**src/rtl/jt51_wrarb.sv**
```systemverilog
// jt51_wrarb: round-robin arbiter for two register-write requesters in front of the jt51 CPU port.
// Sequences the address/data strobes, then polls the busy flag before accepting the next write.
module jt51_wrarb #(
   parameter int WR_HOLD  = 2,
   parameter int BUSY_DLY = 2,
   parameter int TMO      = 255
) (
   input  logic       clk,
   input  logic       rst,
   input  logic       cen,
   input  logic       req0_valid,
   input  logic [7:0] req0_addr,
   input  logic [7:0] req0_data,
   output logic       req0_ready,
   input  logic       req1_valid,
   input  logic [7:0] req1_addr,
   input  logic [7:0] req1_data,
   output logic       req1_ready,
   input  logic [7:0] dout,
   output logic       cs_n,
   output logic       wr_n,
   output logic       a0,
   output logic [7:0] din,
   output logic       active,
   output logic       grant,
   output logic       timeout
);

   localparam logic [2:0] S_IDLE  = 3'd0;
   localparam logic [2:0] S_ADR   = 3'd1;
   localparam logic [2:0] S_GAP   = 3'd2;
   localparam logic [2:0] S_DAT   = 3'd3;
   localparam logic [2:0] S_WAITD = 3'd4;
   localparam logic [2:0] S_POLL  = 3'd5;

   localparam logic [7:0] HOLD_LAST = 8'(WR_HOLD - 1);
   localparam logic [7:0] DLY_LAST  = 8'(BUSY_DLY - 1);
   localparam logic [7:0] TMO_LAST  = 8'(TMO - 1);

   logic [2:0] state_q, state_d;
   logic [7:0] cnt_q, cnt_d;
   logic [7:0] addr_q, addr_d;
   logic [7:0] data_q, data_d;
   logic [7:0] din_q, din_d;
   logic       cs_n_q, cs_n_d;
   logic       wr_n_q, wr_n_d;
   logic       a0_q, a0_d;
   logic       grant_q, grant_d;
   logic       rdy0_q, rdy0_d;
   logic       rdy1_q, rdy1_d;
   logic       tmo_q, tmo_d;

   logic       pick0_s, pick1_s;
   logic [7:0] acc_addr_s, acc_data_s;
   logic       busy_s;
   logic       unused_s;

   // On contention the requester that did not own the last transaction wins.
   assign pick0_s    = req0_valid & (~req1_valid | grant_q);
   assign pick1_s    = req1_valid & (~req0_valid | ~grant_q);
   assign acc_addr_s = pick1_s ? req1_addr : req0_addr;
   assign acc_data_s = pick1_s ? req1_data : req0_data;
   assign busy_s     = dout[7];
   assign unused_s   = ^dout[6:0];

   // Next-state and next-output computation for the write sequencer.
   always_comb begin
      state_d = state_q;
      cnt_d   = cnt_q;
      addr_d  = addr_q;
      data_d  = data_q;
      din_d   = din_q;
      cs_n_d  = cs_n_q;
      wr_n_d  = wr_n_q;
      a0_d    = a0_q;
      grant_d = grant_q;
      rdy0_d  = 1'b0;
      rdy1_d  = 1'b0;
      tmo_d   = 1'b0;
      case (state_q)
         S_IDLE: begin
            if (pick0_s || pick1_s) begin
               state_d = S_ADR;
               cnt_d   = 8'd0;
               grant_d = pick1_s;
               rdy0_d  = pick0_s;
               rdy1_d  = pick1_s;
               addr_d  = acc_addr_s;
               data_d  = acc_data_s;
               cs_n_d  = 1'b0;
               wr_n_d  = 1'b0;
               a0_d    = 1'b0;
               din_d   = acc_addr_s;
            end else begin
               cs_n_d = 1'b1;
               wr_n_d = 1'b1;
            end
         end
         S_ADR: begin
            if (cen && cnt_q == HOLD_LAST) begin
               state_d = S_GAP;
               cnt_d   = 8'd0;
               cs_n_d  = 1'b1;
               wr_n_d  = 1'b1;
            end else if (cen) begin
               cnt_d = cnt_q + 8'd1;
            end else begin
               cnt_d = cnt_q;
            end
         end
         S_GAP: begin
            if (cen) begin
               state_d = S_DAT;
               cnt_d   = 8'd0;
               cs_n_d  = 1'b0;
               wr_n_d  = 1'b0;
               a0_d    = 1'b1;
               din_d   = data_q;
            end else begin
               cnt_d = cnt_q;
            end
         end
         S_DAT: begin
            if (cen && cnt_q == HOLD_LAST) begin
               state_d = S_WAITD;
               cnt_d   = 8'd0;
               cs_n_d  = 1'b1;
               wr_n_d  = 1'b1;
               a0_d    = 1'b0;
            end else if (cen) begin
               cnt_d = cnt_q + 8'd1;
            end else begin
               cnt_d = cnt_q;
            end
         end
         S_WAITD: begin
            // Give the chip time to raise busy before the first status read.
            if (cen && cnt_q == DLY_LAST) begin
               state_d = S_POLL;
               cnt_d   = 8'd0;
               cs_n_d  = 1'b0;
            end else if (cen) begin
               cnt_d = cnt_q + 8'd1;
            end else begin
               cnt_d = cnt_q;
            end
         end
         S_POLL: begin
            if (cen && !busy_s) begin
               state_d = S_IDLE;
               cnt_d   = 8'd0;
               cs_n_d  = 1'b1;
            end else if (cen && cnt_q == TMO_LAST) begin
               state_d = S_IDLE;
               cnt_d   = 8'd0;
               cs_n_d  = 1'b1;
               tmo_d   = 1'b1;
            end else if (cen) begin
               cnt_d = cnt_q + 8'd1;
            end else begin
               cnt_d = cnt_q;
            end
         end
         default: begin
            state_d = S_IDLE;
            cnt_d   = 8'd0;
            cs_n_d  = 1'b1;
            wr_n_d  = 1'b1;
            a0_d    = 1'b0;
         end
      endcase
   end

   // State, counter and registered bus/handshake outputs.
   always_ff @(posedge clk or posedge rst) begin
      if (rst) begin
         state_q <= S_IDLE;
         cnt_q   <= 8'd0;
         addr_q  <= 8'd0;
         data_q  <= 8'd0;
         din_q   <= 8'd0;
         cs_n_q  <= 1'b1;
         wr_n_q  <= 1'b1;
         a0_q    <= 1'b0;
         grant_q <= 1'b1;
         rdy0_q  <= 1'b0;
         rdy1_q  <= 1'b0;
         tmo_q   <= 1'b0;
      end else begin
         state_q <= state_d;
         cnt_q   <= cnt_d;
         addr_q  <= addr_d;
         data_q  <= data_d;
         din_q   <= din_d;
         cs_n_q  <= cs_n_d;
         wr_n_q  <= wr_n_d;
         a0_q    <= a0_d;
         grant_q <= grant_d;
         rdy0_q  <= rdy0_d;
         rdy1_q  <= rdy1_d;
         tmo_q   <= tmo_d;
      end
   end

   assign req0_ready = rdy0_q;
   assign req1_ready = rdy1_q;
   assign cs_n       = cs_n_q;
   assign wr_n       = wr_n_q;
   assign a0         = a0_q;
   assign din        = din_q;
   assign active     = (state_q != S_IDLE);
   assign grant      = grant_q;
   assign timeout    = tmo_q;

endmodule

```
**config.mk**
```make
export PLATFORM = sky130hd
export DESIGN_NAME = jt51_wrarb
export DESIGN_NICKNAME = d
export VERILOG_FILES = /design/src/rtl/jt51_wrarb.sv
export SDC_FILE = /design/constraint.sdc
export NUM_CORES = 1
export LEC_CHECK = 0
export BUFFER_PORTS_ARGS = -buffer_cell sky130_fd_sc_hd__buf_2
export CORE_ASPECT_RATIO = 0.7
export CORE_MARGIN = 1
export CORE_UTILIZATION = 40
export DETAILED_ROUTE_END_ITERATION = 8
export GPL_TIMING_DRIVEN = 0
export MAX_ROUTING_LAYER = met4
export PLACE_DENSITY = 0.67
export SLEW_MARGIN = 5
export SYNTH_ARGS = -nofsm -noshare
export SYNTH_HDL_FRONTEND = slang
export SYNTH_SLANG_ARGS = --single-unit
```
**constraint.sdc**
```tcl
create_clock -name clk -period 1.74 [get_ports clk]
set_input_delay 0.522 -clock clk [delete_from_list [all_inputs] [get_ports clk]]
set_output_delay 0.522 -clock clk [all_outputs]
set_load 0.01 [all_outputs]
```
==> impl_metrics.tcl <==
set metrics [dict create \
    comb_power_share_pct 51.2 \
    status "finished, violations left" \
    gp_congestion 0.829 \
    die_h_um 60.8 \
    crit_fanout 6 \
    timing.rr.start "cnt_q[0]$_DFFE_PP0P_" \
    reg2reg_depth 6 \
    p_clk_share_pct 15.5 \
    worstPathRequired_ns 1.22 \
    cp-end-kind "primary output" \
    grt_max_degree 35 \
    numCtsBuffers 5 \
    relSlewSlack_pct 51.8 \
    grt_pass1_vias 1716 \
    layout-drive-gt1-share_pct 43.1 \
    cts_tree "built" \
    worst_hold_path_type "input pin to async pin" \
    clock_skew_ns 0.00659 \
    ys_warn_count 0 \
    timing.rr.end "cs_n$_DFFE_PP1P_" \
    synth-main-ff-cell "dfrtp_1" \
    violations "setup timing" \
    netSwitchingPower_w 0.00150 \
    cp_slowest_stage_delay_ns 0.41 \
    setup-tns-final_ns -0.0387 \
    fin_crit_ns 1.78 \
    power_density_nw_per_um2 1510 \
    synth.net_count 250 \
    setup_slack_ns -0.0387 \
    final-seq-area_um2 856 \
    cts_root_buf "clkbuf_8" \
    rrSetupSlack_ns 0.01 \
    synth_area_um2 1970 \
    dp.cells 320 \
    setup.worst_path.start_class "flip-flop" \
    multi_input_area_um2 1060 \
    fill_cells 425 \
    worst_path_max_delay_cell "dfrtp_1" \
    ir_drop_mv 0.774 \
    hold_slack_ns 0.345 \
    min_period_over_period_pct 102 \
    antenna_left 0 \
    crit_type "flip-flop to primary output" \
    floorplan.initialDensity_pct 43.6 \
    routed_via_density 4.94 \
    h-tree-depth 2 \
    critPathBufInv 3 \
    synth-seq-cells 34 \
    max_freq_ghz 0.562 \
    drt_iter0_drc 100 \
    fin_nets 323 \
    detailed_place_hpwl_um 3330 \
    die_area_um2 5220 \
    finalHoldViolCount 0 \
    crit_chain "buf_6 > nor3_4 > inv_2 > buf_6" \
    leakage_nw 1.21 \
    drt_wl_total_um 4690 \
    slew_violations 0 \
    diodes 0 \
    grt_overflow 0 \
    cts.path.max_buffers 2 \
    route.detailed.drc 0 \
    die_w_um 85.9 \
    async_flop_share_pct 100 \
    tightestPinTransition_ns 0.722 \
    crit_arrival_ns 1.26 \
    synthCells 202 \
    ios 61 \
    antenna_found_initial 0 \
    avgSynthCellArea_um2 9.77 \
    post_drt_wl_per_cell_um 13.7 \
    rows 20 \
    grt_pass1_wl_um 7890 \
    rsz0062_at_grt "yes" \
    synth_edf_count 0 \
    dr.pass1.iters 4 \
    path_clk_slew_ns 0.07 \
    cp_top_family "flip-flops" \
    timing.critical_path.mode_cell "buf_6" \
    stdcell_count 342 \
    fp.coreArea_um2 4530 \
    vias 1691 \
    ys_seq_area_share_pct 43.3 \
    pwr-share-seq_pct 33.3 \
    layout-area-overhead-vs-synth_pct 31.8 \
    grtUsageTotal_pct 20.8 \
    drv_cap 0 \
    port_buffers 52 \
    synth_cell_types 46 \
    power.internal_w 0.00242 \
    insertion_delay_ns 0.29 \
    cts.sinks 34 \
    setup_viol 1 \
    swShare_pct 38.3 \
]
==> registers in the layout, summed over array words and instances (netlist names) <==
signal      cells
a0              1
wr_n            1
din             8
cs_n            1
grant           1
data_q          8
req1_ready      1
req0_ready      1
state_q         3
cnt_q           8
timeout         1
==> stage by stage <==
| step | total power, W | setup slack (ns) | util, % | instance area (µm²) |
|---|---|---|---|---|
| after global placement | 0.00296 | -0.227 | 51.1 | 2320 |
| after global routing | 0.00425 | -0.101 | 57.4 | 2600 |
| final | 0.00393 | -0.0387 | 57.4 | 2600 |
| after floorplan | 0.00252 | -0.0206 | - | 1970 |
| after CTS | 0.00376 | -0.0263 | 54.8 | 2480 |
| after detailed placement | 0.00300 | -0.237 | 51.1 | 2320 |
==> cell usage after synthesis (all sizes together) (2+ instances only) <==
| cell type | count | share of area [%] |
|---|---|---|
| nor2 | 21 | 4.2 |
| inv | 7 | 1.3 |
| nand4 | 5 | 1.6 |
| a21oi | 12 | 3.0 |
| o21ai | 16 | 4.2 |
| o22ai | 3 | 0.95 |
| nor2b | 2 | 0.63 |
| o211ai | 4 | 1.5 |
| mux2 | 9 | 5.1 |
| o21bai | 2 | 0.76 |
| buf | 11 | 4.2 |
| and2 | 4 | 1.4 |
| nor3 | 7 | 3.2 |
| dfrtp | 31 | 39 |
| or2 | 2 | 0.63 |
| nand2 | 25 | 4.8 |
| dfstp | 3 | 4.0 |
| ha | 3 | 1.9 |
| mux2i | 17 | 8.6 |
| xor2 | 2 | 0.89 |
==> repair_timing <==
item,4_1_cts,5_1_grt
buffers inserted,5,9
resized for setup,10,20
pin swaps,5,7
cloned,1,0
hold buffers,0,0
setup endpoints to repair,17,19
==> worst reg2reg max path: cells and delay by family, from the launching register on <==
family                     cells  cell delay, ns
AOI/OAI and AO/OA              1            0.28
adders and majority gates      1            0.20
DFF                            1            0.43
muxes                          1            0.31
and+or+nand+nor                3            0.46
==> area by class of cell <==
type / count / share of cell area (%)
sequential: 34 / 32.9
buffer: 10 / 3.85
timing repair buffer: 67 / 14.7
clock buffer: 7 / 3.32
multi-input combinational: 150 / 40.8
tap: 66 / 3.18
inverter: 7 / 1.01
clock inverter: 1 / 0.192
==> kinds of logic after synthesis <==
logic type / after synthesis / synth area share (%)
and+or+nand+nor: 72 / 19.2
AOI/OAI and AO/OA: 47 / 15.4
DFF: 34 / 43.3
muxes: 26 / 13.8
buffers and inverters: 18 / 5.52
adders and majority gates: 3 / 1.90
xor gates and xnor gates: 2 / 0.888
==> how the worst max path moves through the flow <==
stage	startpoint	endpoint	cells after the start
after CTS	state_q[1]$_DFFE_PP0P_	active	4
after detailed placement	cen	din[0]$_DFFE_PP0P_	5
after global routing	state_q[2]$_DFFE_PP0P_	active	4
after global placement	req1_valid	din[7]$_DFFE_PP0P_	7
after floorplan	cen	din[0]$_DFFE_PP0P_	5
final	state_q[2]$_DFFE_PP0P_	active	4
==> cells in the final DEF, fill, tap and decap left out, types with 5 or more instances in the layout <==
| cell | n |
|---|---|
| a21oi_1 | 12 |
| dfrtp_1 | 30 |
| o21ai_0 | 10 |
| mux2i_1 | 17 |
| nand4_1 | 5 |
| nand2_1 | 25 |
| buf_6 | 6 |
| mux2_2 | 8 |
| clkbuf_8 | 6 |
| nor2_1 | 17 |
| buf_2 | 52 |
| buf_4 | 18 |
==> routing by layer <==
layer	vias to the layer above	global-route usage [%]	wire length, µm
met1	785	28.4	2480
met4	0	7.86	53
met3	6	4.49	173
li1	863	-	-
met2	37	30.5	1980
met5	-	-	0
==> power by group through the flow <==
stage	clock (W)	combinational (W)	sequential, W
floorplan	0	0.00116	0.00135
global placement	0	0.00166	0.00130
detailed placement	0	0.00169	0.00131
CTS	0.000615	0.00184	0.00129
global route	0.000657	0.00223	0.00136
finish	0.000610	0.00201	0.00131
(Power assumes the default switching activity.)
